`src/rtl/shift_unit.sv`:
```
// ----------------------------------------------------------------------------
// shift_unit
//
// Two-stage pipelined 32-bit barrel shifter with valid/ready handshakes on
// both sides. Every operation is reduced to a single logical right shift:
//   S1 conditions the operand so that SLL and negative SRA can reuse the
//      right shifter (bit-reverse for SLL, invert for negative SRA), and
//      registers operand, shift amount, op and the invert flag.
//   S2 runs a 16/8/4/2/1 logarithmic right shifter with zero fill, undoes
//      the conditioning (reverse back for SLL, re-invert for negative SRA)
//      and registers the result onto out_data.
//
// Ports
//   clk        rising-edge clock
//   rst        asynchronous active-high reset, clears all state
//   flush      synchronous kill of both stages; blocks same-cycle input
//   in_valid   request present on in_a / in_b / in_op
//   in_ready   request accepted this cycle (independent of in_valid)
//   in_a       operand to shift
//   in_b       shift amount 0..31
//   in_op      00 SRL, 01 SLL, 10 SRA, 11 pass
//   out_valid  result present on out_data
//   out_ready  consumer takes result this cycle
//   out_data   shift result, held stable while stalled
//   busy       either stage holds a valid operation
// ----------------------------------------------------------------------------
module shift_unit (
    input  logic        clk,
    input  logic        rst,
    input  logic        flush,
    input  logic        in_valid,
    output logic        in_ready,
    input  logic [31:0] in_a,
    input  logic [4:0]  in_b,
    input  logic [1:0]  in_op,
    output logic        out_valid,
    input  logic        out_ready,
    output logic [31:0] out_data,
    output logic        busy
);

    typedef enum logic [1:0] {
        OpSrl  = 2'b00,
        OpSll  = 2'b01,
        OpSra  = 2'b10,
        OpPass = 2'b11
    } op_e;

    function automatic logic [31:0] bit_rev(input logic [31:0] v);
        logic [31:0] r;
        for (int i = 0; i < 32; i++) begin
            r[i] = v[31-i];
        end
        return r;
    endfunction

    // ------------------------------------------------------------------------
    // Stage registers
    // ------------------------------------------------------------------------
    logic        s1_valid_q;
    logic [31:0] s1_opnd_q;
    logic [4:0]  s1_shamt_q;
    op_e         s1_op_q;
    logic        s1_inv_q;

    // ------------------------------------------------------------------------
    // Handshake control
    // ------------------------------------------------------------------------
    logic s2_adv;
    logic s1_adv;
    logic accept;

    assign s2_adv   = !out_valid || out_ready;
    assign s1_adv   = !s1_valid_q || s2_adv;
    // flush forces in_ready low so a same-cycle request is never taken.
    assign in_ready = s1_adv && !flush;
    assign accept   = in_valid && in_ready;
    assign busy     = s1_valid_q || out_valid;

    // ------------------------------------------------------------------------
    // S1 operand conditioning
    // ------------------------------------------------------------------------
    logic [31:0] cond_opnd;
    logic [4:0]  cond_shamt;
    logic        cond_inv;

    always_comb begin
        cond_opnd  = in_a;
        cond_shamt = in_b;
        cond_inv   = 1'b0;
        case (op_e'(in_op))
            // Left shift becomes a right shift of the mirrored word.
            OpSll: cond_opnd = bit_rev(in_a);
            // Negative SRA: ~(~a >> b) fills ones from the top.
            OpSra: begin
                if (in_a[31]) begin
                    cond_opnd = ~in_a;
                    cond_inv  = 1'b1;
                end
            end
            OpPass: cond_shamt = 5'd0;
            default: ;
        endcase
    end

    // ------------------------------------------------------------------------
    // S2 logarithmic right shifter and fix-up
    // ------------------------------------------------------------------------
    logic [31:0] sh16;
    logic [31:0] sh8;
    logic [31:0] sh4;
    logic [31:0] sh2;
    logic [31:0] sh1;
    logic [31:0] fix;
    logic [31:0] s2_result;

    always_comb begin
        sh16      = s1_shamt_q[4] ? {16'd0, s1_opnd_q[31:16]} : s1_opnd_q;
        sh8       = s1_shamt_q[3] ? {8'd0, sh16[31:8]}        : sh16;
        sh4       = s1_shamt_q[2] ? {4'd0, sh8[31:4]}         : sh8;
        sh2       = s1_shamt_q[1] ? {2'd0, sh4[31:2]}         : sh4;
        sh1       = s1_shamt_q[0] ? {1'd0, sh2[31:1]}         : sh2;
        fix       = (s1_op_q == OpSll) ? bit_rev(sh1) : sh1;
        s2_result = s1_inv_q ? ~fix : fix;
    end

    // ------------------------------------------------------------------------
    // Pipeline state
    // ------------------------------------------------------------------------
    always_ff @(posedge clk or posedge rst) begin
        if (rst) begin
            s1_valid_q <= 1'b0;
            s1_opnd_q  <= 32'd0;
            s1_shamt_q <= 5'd0;
            s1_op_q    <= OpSrl;
            s1_inv_q   <= 1'b0;
            out_valid  <= 1'b0;
            out_data   <= 32'd0;
        end else if (flush) begin
            // Data registers keep stale contents; only the valids matter.
            s1_valid_q <= 1'b0;
            out_valid  <= 1'b0;
        end else begin
            if (s2_adv) begin
                out_valid <= s1_valid_q;
                if (s1_valid_q) begin
                    out_data <= s2_result;
                end
            end
            if (s1_adv) begin
                s1_valid_q <= accept;
                if (accept) begin
                    s1_opnd_q  <= cond_opnd;
                    s1_shamt_q <= cond_shamt;
                    s1_op_q    <= op_e'(in_op);
                    s1_inv_q   <= cond_inv;
                end
            end
        end
    end

endmodule

```
`config.mk`:
```
export PLATFORM = sky130hd
export DESIGN_NAME = shift_unit
export DESIGN_NICKNAME = d
export VERILOG_FILES = /design/src/rtl/shift_unit.sv
export SDC_FILE = /design/constraint.sdc
export NUM_CORES = 1
export LEC_CHECK = 0
export BUFFER_PORTS_ARGS = -buffer_cell sky130_fd_sc_hd__buf_2
export CORE_MARGIN = 2
export CORE_UTILIZATION = 28
export CTS_BUF_LIST = sky130_fd_sc_hd__clkbuf_16
export CTS_CLUSTER_SIZE = 24
export DETAILED_ROUTE_END_ITERATION = 16
export MAX_ROUTING_LAYER = met4
export PLACE_DENSITY = 0.55
export SLEW_MARGIN = 15
export SYNTH_ARGS = -nofsm -noshare
export SYNTH_HDL_FRONTEND = slang
export SYNTH_SLANG_ARGS = --single-unit
export TNS_END_PERCENT = 100
```
`constraint.sdc`:
```
create_clock -name clk -period 5.4 [get_ports clk]
set_clock_uncertainty 0.05 [all_clocks]
set_input_delay 0.54 -clock clk [delete_from_list [all_inputs] [get_ports clk]]
set_output_delay 0.54 -clock clk [all_outputs]
set_load 0.1 [all_outputs]
```
==> results.yml <==
synthesis:
  netlist_instances: 770
  syn_nets: 817
  ys.flop_type: "dfrtp_1"
  yosysWarnings: 0
  async_reset_ff_share_pct: 100
  netlist_area_um2: 6090
  synth_edf_count: 0
  ys_types: 61
  ys_seq_area_share_pct: 30.4
  synth_area_per_cell_um2: 7.92
  ys_ff_latch: 74
pwr:
  intPower_mw: 1.44
  ir_drop_v: 0.000197
  p_sw_mw: 1.57
  total_power_mw: 3.01
  seqPwrFrac_pct: 26.8
  pwr-share-clk_pct: 17.8
  switching_share_pct: 52.3
  p_comb_share_pct: 55.3
  p_per_area_nw_per_um2: 436
  leakagePower_nw: 2.94
layout:
  layout-drive-gt1-share_pct: 18.2
  diodes: 0
  finish.utilization_pct: 32.5
  area_growth_pct: 13.1
  layout.nets: 851
  design_area_um2: 6890
  final_cells: 1084
timing:
  rsz0062_at_grt: "no"
  fin_tns_setup_ns: 0
  setup_viol: 0
  drv_slew: 0
  final_hold_viol_count: 0
  timing.slew.headroom_pct: 25.0
  period_share_pct: 60.5
  fmax_mhz: 306
  holdWs_ns: 0.333
  fin_crit_ns: 3.27
  tightest_slew_ns: 1.12
  timing.final.ws_setup_ns: 2.13
routing:
  postRouteAntennaNets: 0
  vias: 5744
  dr.pass1.iters: 4
  drt-initial-drc-count: 548
  routed_wirelength_mm: 18.0
  drc: 0
  post_drt_via_cell_ratio: 5.30
  avgRoutedWirePerCell_um: 16.6
grt:
  grt_pass1_vias: 5139
  grt_pass1_wl_mm: 28.9
  overflow: 0
  grt_usage_pct: 16.6
  grt_antenna_before_repair: 0
  grt_start_max_net_pins: 81
clocking:
  post-cts-setup-buffers: 0
  holdBufCountCts: 0
  clk_path_buf_depth: 2
  h-tree-depth: 3
  clock_latency_ns: 0.35
  cts_tree: "yes"
  cts.clk_slew.worst_paths_ns: 0.06
  cts.repair.resized: 0
  cts.sinks: 74
  cts_buffers: 9
  ctsRootBufferMaster: "clkbuf_16"
worst_setup_path:
  slowest_stage: "dfrtp_1"
  critPathArrivalTime_ns: 3.45
  critPathLaunchType: "flop"
  path_cells: "buf_4 > mux2i_1 > o32ai_1 > a221oi_1 > o31ai_1 > a211oi_1 > nor3_1 > a221o_1"
  worstSetupEndpointType: "flop"
  cp_max_fo: 30
  required_ns: 5.58
  critPathKind: "flop to flop"
  cp_slowest_stage_delay_ns: 0.76
floorplan:
  row_count: 53
  die_height_um: 152
  dieArea_um2: 23000
  core-area_um2: 21200
  io_pins: 79
  die_x_um: 152
  start_util_pct: 28.7
run_status:
  status: "finished, final reports clean"
place:
  dpl.hpwl_mm: 13.0
  dp_slack_ns: 2.17
  dp.cells: 1068
  port_buffers: 78
  dpl-instance-area_um2: 6630
  gp_congestion: 0.932
worst_hold_path:
  hp-class: "primary input to flop"
run:
  maxCapViolations: 0
==> Yosys cell counts (2+ instances only) <==
| cell type | count | share of area [%] |
|---|---|---|
| nand2_1 | 103 | 6.3 |
| nor2_1 | 95 | 5.9 |
| a21oi_1 | 83 | 6.8 |
| o21ai_0 | 77 | 6.3 |
| dfrtp_1 | 74 | 30 |
| mux2i_1 | 55 | 9.0 |
| clkbuf_1 | 45 | 2.8 |
| xnor2_1 | 27 | 3.9 |
| nor3_1 | 21 | 1.7 |
| mux4_2 | 17 | 6.3 |
| buf_2 | 14 | 1.1 |
| mux2_2 | 13 | 2.4 |
| o21ai_1 | 13 | 1.1 |
| o22ai_1 | 12 | 1.2 |
| nand2b_1 | 11 | 1.1 |
| nor2b_1 | 10 | 1.0 |
| inv_1 | 7 | 0.43 |
| a221oi_1 | 6 | 0.86 |
| nand3_1 | 6 | 0.49 |
| a31oi_1 | 5 | 0.51 |
| o211ai_1 | 5 | 0.62 |
| a211oi_1 | 4 | 0.49 |
| a22oi_1 | 4 | 0.49 |
| buf_1 | 4 | 0.25 |
| a21o_1 | 3 | 0.37 |
| a2bb2oi_1 | 3 | 0.43 |
| a311oi_1 | 3 | 0.43 |
| buf_6 | 3 | 0.55 |
| ha_1 | 3 | 0.62 |
| a211o_1 | 2 | 0.29 |
| a221o_1 | 2 | 0.33 |
| a221oi_2 | 2 | 0.49 |
| a22o_1 | 2 | 0.29 |
| and2_1 | 2 | 0.21 |
| clkinv_1 | 2 | 0.12 |
| inv_2 | 2 | 0.12 |
| o21a_1 | 2 | 0.25 |
| o2bb2ai_1 | 2 | 0.29 |
| o311ai_0 | 2 | 0.29 |
| or2_2 | 2 | 0.21 |
| or3_1 | 2 | 0.21 |
==> cell type report <==
class / count / area, um^2
Clock buffer: 9 / 225
Clock inverter: 7 / 37.5
Fill cell: 2278 / 14300
Inverter: 11 / 41.3
Multi-Input combinational cell: 618 / 3910
Sequential cell: 74 / 1850
Tap cell: 275 / 344
Timing Repair Buffer: 90 / 480
==> sequential cells by signal, summed over array words and instances, names as in the netlist <==
signal	count
out_valid	1
s1_shamt_q	5
out_data	32
s1_op_q	2
s1_inv_q	1
s1_opnd_q	32
s1_valid_q	1
==> routing by layer <==
layer | GRT usage (%) | share of wire (%) | wire length [um] | vias up
met1 | 24.6 | 50 | 9010 | 2647
met2 | 22.6 | 41 | 7430 | 255
met3 | 3.11 | 7.1 | 1280 | 21
met5 | - | 0 | 0 | -
met4 | 5.28 | 1.7 | 305 | 0
li1 | - | - | - | 2821
==> power groups by stage <==
stage | registers [mW] | clock network (mW) | logic (mW)
after floorplan | 1.39 | 0 | 0.752
after global placement | 0.818 | 0 | 1.65
after detailed placement | 0.818 | 0 | 1.66
after CTS | 0.808 | 0.557 | 1.66
after global routing | 0.827 | 0.578 | 1.78
final | 0.807 | 0.536 | 1.66
==> kinds of logic (layout without fill, tap and decap cells) <==
logic type                 count (synthesis)  after routing  synth area share (%)
AOI/OAI and AO/OA                        244            244                  23.8
buffers and inverters                     78            117                  5.52
xor gates and xnor gates                  27             27                  3.88
muxes                                     86             86                  18.0
adders and majority gates                  3              3                 0.616
and+or+nand+nor                          258            258                  17.9
DFF                                       74             74                  30.4
==> placed cells by master (no fill, tap or decap), types with 5 or more instances in the layout <==
cell / synthesis / layout
mux4_2: 17 / 17
clkbuf_16: 0 / 9
buf_2: 14 / 78
dfrtp_1: 74 / 74
xnor2_1: 27 / 27
o21ai_0: 77 / 77
nor2_1: 95 / 95
o211ai_1: 5 / 5
nand2b_1: 11 / 11
mux2_2: 13 / 13
nand3_1: 6 / 6
inv_1: 7 / 7
mux2i_1: 55 / 55
o22ai_1: 12 / 12
nor2b_1: 10 / 9
a31oi_1: 5 / 5
nand2_1: 103 / 102
a221oi_1: 6 / 6
buf_4: 1 / 12
nor3_1: 21 / 21
a21oi_1: 83 / 83
o21ai_1: 13 / 13
==> critical path: cells and delay by family, from the launching register on <==
| kind | cells | cell delay, ns |
|---|---|---|
| AOI/OAI and AO/OA | 5 | 1.37 |
| buffers and inverters | 1 | 0.46 |
| DFF | 1 | 0.76 |
| muxes | 1 | 0.43 |
| and+or+nand+nor | 1 | 0.08 |
==> path summary, 6_finish.rpt <==
check                      depth (start not counted)  slack [ns]     startpoint             to
max                                                8        2.13  s1_shamt_q[3]   out_data[12]
min                                                2        0.33          flush     s1_valid_q
max reg2reg                                        8        2.13  s1_shamt_q[3]   out_data[12]
min reg2reg                                        2        0.41    out_data[2]    out_data[2]
max in group asynchronous                          3        4.26            rst  s1_opnd_q[14]
min in group asynchronous                          3        0.44            rst     s1_valid_q
Note: power is estimated with default switching activity, not from simulation.
